`config.mk`:
```
export PLATFORM = sky130hd
export DESIGN_NAME = demux8_buf
export DESIGN_NICKNAME = d
export VERILOG_FILES = /design/src/rtl/demux8_buf.sv
export SDC_FILE = /design/constraint.sdc
export NUM_CORES = 1
export LEC_CHECK = 0
export CAP_MARGIN = 0
export CORE_UTILIZATION = 43
export CTS_CLUSTER_DIAMETER = 30
export CTS_CLUSTER_SIZE = 40
export DETAILED_ROUTE_END_ITERATION = 12
export PLACE_DENSITY_LB_ADDON = 0.08
export SLEW_MARGIN = 20
export SYNTH_ARGS = -nofsm -noshare
export SYNTH_HDL_FRONTEND = slang
export SYNTH_SLANG_ARGS = --single-unit
```
`constraint.sdc`:
```
create_clock -name clk -period 3.8 [get_ports clk]
set_input_delay 0.76 -clock clk [delete_from_list [all_inputs] [get_ports clk]]
set_output_delay 0.76 -clock clk [all_outputs]
set_load 0.02 [all_outputs]
```
`src/rtl/demux8_buf.sv`:
```
// demux8_buf: eight-way registered demultiplexer with per-channel valid/ready.
// A source word (In) is steered by Sel into one of eight single-entry holding
// registers. Each register drains independently toward its own consumer.
//
// Ports:
//   clk, rst             clock, synchronous active-high reset
//   In, Sel, In_Valid    source word, destination channel, source valid
//   In_Ready             combinational: channel Sel can take a word this cycle
//   Out0..Out7           holding register contents
//   Out_Valid[7:0]       per-channel "holds an unconsumed word"
//   Out_Ready[7:0]       per-channel consumer take strobe
//   Occupancy[3:0]       registered count of valid channels (0..8)

// One holding register: EMPTY <-> FULL element with a write strobe.
module demux8_buf_chan #(
  parameter int WIDTH = 32
) (
  input  logic             clk,
  input  logic             rst,
  input  logic             wr_i,     // accept into this channel this cycle
  input  logic [WIDTH-1:0] data_i,
  input  logic             rdy_i,    // consumer takes the word this cycle
  output logic [WIDTH-1:0] data_o,
  output logic             vld_o,
  output logic             vld_d_o   // next-state valid, for the occupancy count
);
  logic [WIDTH-1:0] data_q;
  logic             vld_q, vld_d;

  // A write keeps/sets valid even when the old word is consumed in the same
  // cycle; a consume without write empties the slot. Ready while empty is
  // harmless since it only clears an already-clear bit.
  always_comb begin
    vld_d = wr_i | (vld_q & ~rdy_i);
  end

  always_ff @(posedge clk) begin
    if (rst) begin
      data_q <= '0;
      vld_q  <= 1'b0;
    end else begin
      if (wr_i) data_q <= data_i;
      vld_q <= vld_d;
    end
  end

  assign data_o  = data_q;
  assign vld_o   = vld_q;
  assign vld_d_o = vld_d;
endmodule

module demux8_buf #(
  parameter int WIDTH = 32
) (
  input  logic             clk,
  input  logic             rst,
  input  logic [WIDTH-1:0] In,
  input  logic [2:0]       Sel,
  input  logic             In_Valid,
  output logic             In_Ready,
  output logic [WIDTH-1:0] Out0,
  output logic [WIDTH-1:0] Out1,
  output logic [WIDTH-1:0] Out2,
  output logic [WIDTH-1:0] Out3,
  output logic [WIDTH-1:0] Out4,
  output logic [WIDTH-1:0] Out5,
  output logic [WIDTH-1:0] Out6,
  output logic [WIDTH-1:0] Out7,
  output logic [7:0]       Out_Valid,
  input  logic [7:0]       Out_Ready,
  output logic [3:0]       Occupancy
);
  localparam int NUM_CH = 8;

  logic [NUM_CH-1:0][WIDTH-1:0] data;
  logic [NUM_CH-1:0]            vld, vld_d, wr;
  logic                         acc;
  logic [3:0]                   occ_q, occ_d;

  // Only channel Sel is looked at: a stalled word blocks the source even if
  // other channels are empty (no head-of-line bypass).
  assign In_Ready = ~vld[Sel] | Out_Ready[Sel];
  assign acc      = In_Valid & In_Ready;

  for (genvar g = 0; g < NUM_CH; g++) begin : g_ch
    assign wr[g] = acc & (Sel == 3'(g));
    demux8_buf_chan #(.WIDTH(WIDTH)) u_ch (
      .clk    (clk),
      .rst    (rst),
      .wr_i   (wr[g]),
      .data_i (In),
      .rdy_i  (Out_Ready[g]),
      .data_o (data[g]),
      .vld_o  (vld[g]),
      .vld_d_o(vld_d[g])
    );
  end

  // Occupancy is the popcount of next-state valid so it lands on the same
  // edge as Out_Valid.
  always_comb begin
    occ_d = '0;
    for (int i = 0; i < NUM_CH; i++) occ_d = occ_d + 4'(vld_d[i]);
  end

  always_ff @(posedge clk) begin
    if (rst) occ_q <= '0;
    else     occ_q <= occ_d;
  end

  assign Out0      = data[0];
  assign Out1      = data[1];
  assign Out2      = data[2];
  assign Out3      = data[3];
  assign Out4      = data[4];
  assign Out5      = data[5];
  assign Out6      = data[6];
  assign Out7      = data[7];
  assign Out_Valid = vld;
  assign Occupancy = occ_q;
endmodule

```
==> results of run 1 <==
-- registers in the layout, summed over array words and instances (netlist names) --
register          cells
g_ch.u_ch.vld_o       8
g_ch.u_ch.data_o    256
Occupancy             4
-- power groups by stage --
stage / logic, mW / clock network [mW] / registers (mW)
final: 0.625 / 5.36 / 2.92
after floorplan: 0.271 / 0 / 3.03
after global routing: 0.661 / 5.56 / 2.92
after CTS: 0.621 / 5.41 / 2.92
after detailed placement: 0.617 / 0 / 2.97
after global placement: 0.612 / 0 / 2.97
-- cells in the mapped netlist (3+ instances only) --
cell type  number  area share (%)
a21oi_1       260              12
buf_1           4            0.14
buf_2          41             1.9
buf_4          13            0.89
buf_6           5            0.52
clkbuf_1      104             3.6
clkbuf_2       26             1.2
dfxtp_1       268              49
fa_1            4            0.73
ha_1            3            0.34
inv_1           6            0.21
nand2b_1        9            0.52
nand3_1       192             8.8
nand4_1        65             3.7
nor2_1         15            0.52
nor2b_1        10            0.57
o21ai_0       167             7.7
o21ai_1        25             1.1
o31ai_1        64             4.4
-- layout by cell type, fill, tap and decap left out, types with 13 or more instances in the layout --
master,count
o21ai_1,25
clkdlybuf4s50_1,311
a21oi_1,260
bufinv_16,14
o21ai_0,167
clkbuf_16,55
buf_4,48
o31ai_1,64
nand4_1,65
dfxtp_1,268
nand3_1,192
nor2_1,13
-- worst max-delay path, cell delays in order --
cell             delay (ns)
clkdlybuf4s50_1        0.52
nor2b_2                0.08
buf_4                  0.25
mux4_2                 0.49
mux2i_1                0.15
clkdlybuf4s50_1        0.70
-- cell families (layout without fill, tap and decap cells) --
group           after synthesis  after routing  share of synthesized area (%)
compound gates              516            516                          25.14
xor+xnor                      1              1                        0.08031
fa+ha+maj                     7              7                          1.078
buf+inv                     199            472                          8.408
flops                       268            268                          49.19
mux                           3              3                         0.5047
other cells                   0              2                              0
simple gates                307            307                          15.60
-- path summary, 6_finish.rpt --
path / from / endpoint / cells after the start
max: Out_Ready[0] / In_Ready / 6
max reg2reg: g_ch[0].u_ch.vld_o / Occupancy[2] / 11
min: g_ch[6].u_ch.data_o[5] / g_ch[6].u_ch.data_o[5] / 2
min reg2reg: g_ch[6].u_ch.data_o[5] / g_ch[6].u_ch.data_o[5] / 2
-- metrics by stage --
step                util (%)  area [sq um]  setup WS, ns  hold WS (ns)   TNS, ns
floorplan                  -         10920      -0.04141        0.5480  -0.05044
global placement       57.00         14020       -0.3592        0.4545   -0.6785
detailed placement     57.00         14020       -0.4282        0.4615   -0.8621
CTS                    65.49         16110        0.1003        0.4689         0
global route           65.51         16120       0.01855        0.4861         0
finish                 65.53         16120       0.08277        0.4668         0
-- layer usage --
metal | up-vias | part of all wire (%) | track usage [%] | wire, um
li1 | 5183 | - | - | -
met2 | 588 | 46 | 47.30 | 18920
met4 | 2 | 3.9 | 14.67 | 1619
met5 | - | 0.029 | 0 | 12
met3 | 94 | 9.2 | 6.934 | 3762
met1 | 5408 | 41 | 39.94 | 16750
-- layout make-up --
| cell class | instances | area [sq um] |
|---|---|---|
| diodes | 2 | 5.005 |
| clock buffers | 67 | 1521 |
| clock inverters | 34 | 568.0 |
| fillers | 2092 | 8481 |
| inverters | 6 | 22.52 |
| multi-input cells | 834 | 4664 |
| flip-flops and latches | 268 | 5365 |
| well taps | 324 | 405.4 |
| repair buffers | 365 | 3572 |
-- timing repair --
action                     CTS  global route
gates resized for setup      0             2
setup endpoints to repair    0             1
buffers inserted             0             0
==> flow_summary_export.csv, run 1 <==
group,metric,value,unit
outcome,outcome,"completed",
power,swShare,22.57,%
sta,relSlewSlack,44.75,%
sta,hold_viol_final,0,
clock_network,cts_sinks,268,
route,viasPerCell,5.934,
route,routedWlPerCell,21.61,um
sta,fmax,0.2690,GHz
clock_network,cts_tree,"yes",
synth,yosysSeqAreaShare,49.19,%
global_route,grt_max_degree,107,
route,first_iter_violations,1205,
placed_design,gp_congestion,0.8339,
global_route,antenna_found_initial,1,
min_path,hp-class,"reg2reg",
critical_path,critPathCaptureType,"primary output",
synth,synth_edf_count,0,
synth,ys_ff_latch,268,
route,routed_wl,41.06,mm
power,power_density,552.4,nW/um^2
global_route,grt_first_pass_wirelength,61.87,mm
power,intPower,6.896,mW
clock_network,clk_pin_slew_worst_paths,0.05,ns
power,finalPower,8.907,mW
synth,synth_cell_type_count,33,
critical_path,path_class,"in2out",
global_route,grt.total_usage,30.45,%
clock_network,cts_root_buf,"clkbuf_16",
critical_path,arrival,2.96,ns
sta,finalSetupViolCount,0,
synth,synthArstFlopShare,0,%
synth,synth.avg_cell_area,8.384,sq um
floorplan,start_util,44.33,%
clock_network,cts_buffers,54,
sta,worst_pin_slew,0.8288,ns
power,switchingPower,2.010,mW
power,pwr-share-seq,32.8,%
layout,fin_cells,1900,
sta,post-route-period-util,97.82,%
sta,finClkSkew,0.02063,ns
power,clkPwrFrac,60.2,%
clock_network,hold_buffers,0,
route,drc,0,
floorplan,rows,57,
run,drv_cap,0,
floorplan,dieWidth,161.3,um
clock_network,clock_latency,0.55,ns
floorplan,core-area,24600,sq um
synth,synth_nets,1354,
critical_path,worstSetupStartpointType,"primary input",
synth,synth_warnings,0,
power,power_leakage,5.376,nW
floorplan,die_area,26010,sq um
route,num_vias,11275,
synth,synthCells,1301,
critical_path,crit_fanout,33,
placed_design,io_buffers,314,
global_route,grt_overflow,0,
critical_path,required,3.04,ns
sta,period_minus_slack,3.717,ns
layout,area_growth,47.82,%
synth,ys.flop_type,"dfxtp_1",
sta,final_max_slew_viol_count,0,
synth,netlist_area,10910,sq um
critical_path,rrSetupSlack,0.72,ns
route,detail-route-antenna-nets,0,
floorplan,die_y,161.3,um
power,combPwrFrac,7.0,%
layout,fin_nets,1582,
placed_design,dpl.cell_count,1797,
route,first_pass_iters,5,
global_route,grt_pass1_vias,10478,
layout,drive_above_1_share,10.93,%
power,ir_drop,0.0003317,V
clock_network,htreeDepth,2,
floorplan,pin_count,315,
placed_design,dpl.hpwl,26.17,mm
clock_network,clk_path_buf_depth,3,
sta,rsz0062_at_grt,"no",
Power figures use the tool's default switching activity.
==> inputs of run 2 (changes only) <==
--- a/config.mk
+++ b/config.mk
@@ -6,12 +6,14 @@
 export NUM_CORES = 1
 export LEC_CHECK = 0
 export CAP_MARGIN = 0
-export CORE_UTILIZATION = 43
+export CORE_UTILIZATION = 42
 export CTS_CLUSTER_DIAMETER = 30
 export CTS_CLUSTER_SIZE = 40
 export DETAILED_ROUTE_END_ITERATION = 12
 export PLACE_DENSITY_LB_ADDON = 0.08
+export RECOVER_POWER = 100
 export SLEW_MARGIN = 20
 export SYNTH_ARGS = -nofsm -noshare
 export SYNTH_HDL_FRONTEND = slang
+export SYNTH_HIERARCHICAL = 1
 export SYNTH_SLANG_ARGS = --single-unit
==> run 2 against run 1 <==
  * Synthesized cell count fell by 28%
  * Highest routed layer is now met4
  * Largest power group unchanged
  * Clock power down 8.6%
  * Cell count shrank 12%
  * Largest cell class unchanged
  * Total power fell by 5.5%
  * Critical endpoint is now Occupancy[1]
  * Sequential power about the same
  * Maximum frequency fell by 1.7%
==> flow_summary_export.csv, run 2 <==
group,metric,value,unit
placed_design,dpl.cell_count,1523,
synth,synthAdderAreaFrac,1.151,%
synth,synthArstFlopShare,0,%
layout,multiInputGateArea,4220,sq um
sta,relSlewSlack,46.53,%
route,viasPerCell,4.678,
layout,num_antenna_cells,0,
layout,fin_nets,1353,
clock_network,clk_path_buf_depth,3,
sta,fin_setup_tns,0,ns
global_route,grt.busiest_layer,"met2",
layout,largest_reg_flops,256,
layout,final_cell_mix,"dfxtp_1, nor2_1, mux2i_1, clkdlybuf4s50_1, dlygate4sd3_1",
synth,synth.area.top_cells,"dfxtp_1, mux2i_1, nor2_1",
layout,seq_area,5373,sq um
run,drv_cap,0,
outcome,outcome,"completed",
layout,drive_above_1_share,14.33,%
synth,synth_top_area_share,52.50,%
sta,post-route-period-util,99.53,%
clock_network,clock_latency,0.56,ns
sta,finClkSkew,0.02426,ns
sta,hold_ws,0.4796,ns
synth,netlist_top_cells_count,"dfxtp_1, mux2i_1, nor2_1, buf_12, inv_1",
global_route,grt.total_usage,23.42,%
synth,synth_area_leader_cell,"dfxtp_1",
synth,synthCells,932,
global_route,grt_overflow,0,
floorplan,core-area,23680,sq um
floorplan,die_y,158.0,um
sta,worst_slack,0.01792,ns
power,ir_drop,0.0003956,V
clock_network,cts_sinks,268,
clock_network,cts_buffers,55,
synth,yosysMostFrequentCell,"dfxtp_1",
layout,fin_cells,1666,
sta,fmax,0.2644,GHz
floorplan,die_area,24960,sq um
clock_network,cts_tree,"yes",
global_route,grt_max_degree,118,
placed_design,dpl.hpwl,19.44,mm
global_route,met2_usage,38.96,%
critical_path,worstSetupStartpointType,"flop",
synth,ys.flop_type,"dfxtp_1",
sta,period_minus_slack,3.782,ns
synth,yosysSeqAreaShare,52.50,%
global_route,met1_usage,26.64,%
critical_path,required,4.20,ns
layout,final_common_cell,"dfxtp_1",
layout,area_growth,53.20,%
route,routed_wl,29.69,mm
synth,synth_top_family_by_area,"multiplexers",
synth,synth.avg_cell_area,10.96,sq um
synth,synth_warnings,6,
min_path,hp-class,"reg2reg",
synth,netlist_area,10220,sq um
critical_path,critPathCaptureType,"flop",
route,detail-route-antenna-nets,0,
clock_network,clk_pin_slew_worst_paths,0.04,ns
global_route,grt_first_pass_wirelength,44.70,mm
synth,synth-compound-area-share,1.433,%
min_path,worstHoldStart,"g_ch[2].u_ch/data_o[0]",
placed_design,post-place-ws,-0.9914,ns
global_route,grt_pass1_vias,7800,
synth,synth_simple_gate_area_share,11.07,%
critical_path,cp-startpoint,"g_ch[5].u_ch/vld_o",
route,drc,0,
clock_network,hold_buffers,0,
route,first_iter_violations,386,
critical_path,path_class,"reg2reg",
route,num_vias,7793,
power,finalPower,8.416,mW
synth,muxShareOfSynthArea,25.92,%
synth,synth_cell_type_count,28,
global_route,antenna_found_initial,1,
placed_design,gp_congestion,0.8582,
floorplan,pin_count,315,
clock_network,htreeDepth,2,
critical_path,arrival,4.18,ns
synth,synth_edf_count,0,
critical_path,crit_fanout,4,
layout,fill_cells,1902,
placed_design,io_buffers,314,
synth,synth_xor_area_share,0.08571,%
sta,worst_pin_slew,0.8021,ns
floorplan,start_util,43.15,%
sta,hold_viol_final,0,
global_route,grt_use_met3,9.800,%
clock_network,cts_root_buf,"clkbuf_16",
floorplan,dieWidth,158.0,um
critical_path,reg2reg_from,"g_ch[5].u_ch/vld_o",
sta,final_max_slew_viol_count,0,
power,power_density,537.6,nW/um^2
floorplan,rows,56,
sta,finalSetupViolCount,0,
synth,ys_ff_latch,268,
route,first_pass_iters,7,
route,routedWlPerCell,17.82,um
sta,rsz0062_at_grt,"yes",
synth,synth_nets,985,
power,power_leakage,6.075,nW
## run 2: cell count changes after synthesis, sizes merged, moves of 64 or more
cell | previous run | this run
o31ai | 64 | 0
clkbuf | 130 | 16
nor2 | 15 | 259
a21oi | 260 | 9
o21ai | 192 | 0
mux2i | 1 | 259
nand4 | 65 | 1
nand3 | 192 | 4
## run 2: per-layer routing
metal	up-vias	routed length, um
met3	42	3008
met2	273	13900
met1	3630	12050
met5	-	0
li1	3848	-
met4	0	723
## run 2: cell families (layout without fill, tap and decap cells)
kind of cell             Yosys count  after routing
flip-flops                       268            268
XOR/XNOR                           1              1
adder cells (fa/ha/maj)            7              7
AO/OA/AOI/OAI                     20             20
buffers and inverters             85            500
AND/OR/NAND/NOR                  289            289
multiplexers                     262            262
## run 2: metrics by stage
stage | util [%] | cell area (sq um)
CTS | 66.19 | 15680
detailed placement | 56.59 | 13400
global placement | 56.59 | 13400
finish | 66.10 | 15660
global route | 66.10 | 15660
floorplan | - | 10270
## run 2: repair_timing
action	CTS	global route
pin swaps	10	7
gates cloned	0	0
gates resized for setup	31	9
endpoints found under the setup margin	5	4
setup buffers	41	2
## run 2: final timing paths
check | to | slack, ns | depth (start not counted)
setup reg to reg | Occupancy[1] | 0.02 | 13
hold / removal | g_ch[2].u_ch/data_o[0] | 0.48 | 2
setup / recovery | Occupancy[1] | 0.02 | 13
hold reg to reg | g_ch[2].u_ch/data_o[0] | 0.48 | 2
## run 2: area by class of cell
cell class | instances | share of cell area [%]
clock buffer | 78 | 10.30
clock inverter | 26 | 2.166
inverter | 18 | 0.4476
multi-input combinational | 579 | 26.96
sequential | 268 | 34.32
tap | 319 | 2.550
timing repair buffer | 378 | 23.26
## run 2: critical path, stage by stage (launching register included)
cell and delay [ns]:
dfxtp_4 0.35, mux4_2 0.58, a221oi_4 0.38, inv_4 0.07, nand2_4 0.07, fa_1 0.41
inv_1 0.08, fa_1 0.43, fa_1 0.47, inv_2 0.09, ha_4 0.13, inv_2 0.03
fa_2 0.50, nor2_1 0.04
## run 2: report_power, final
part	internal (mW)	switching [mW]
combinational	0.259	0.341
clock	3.41	1.50
sequential	2.88	0.0308
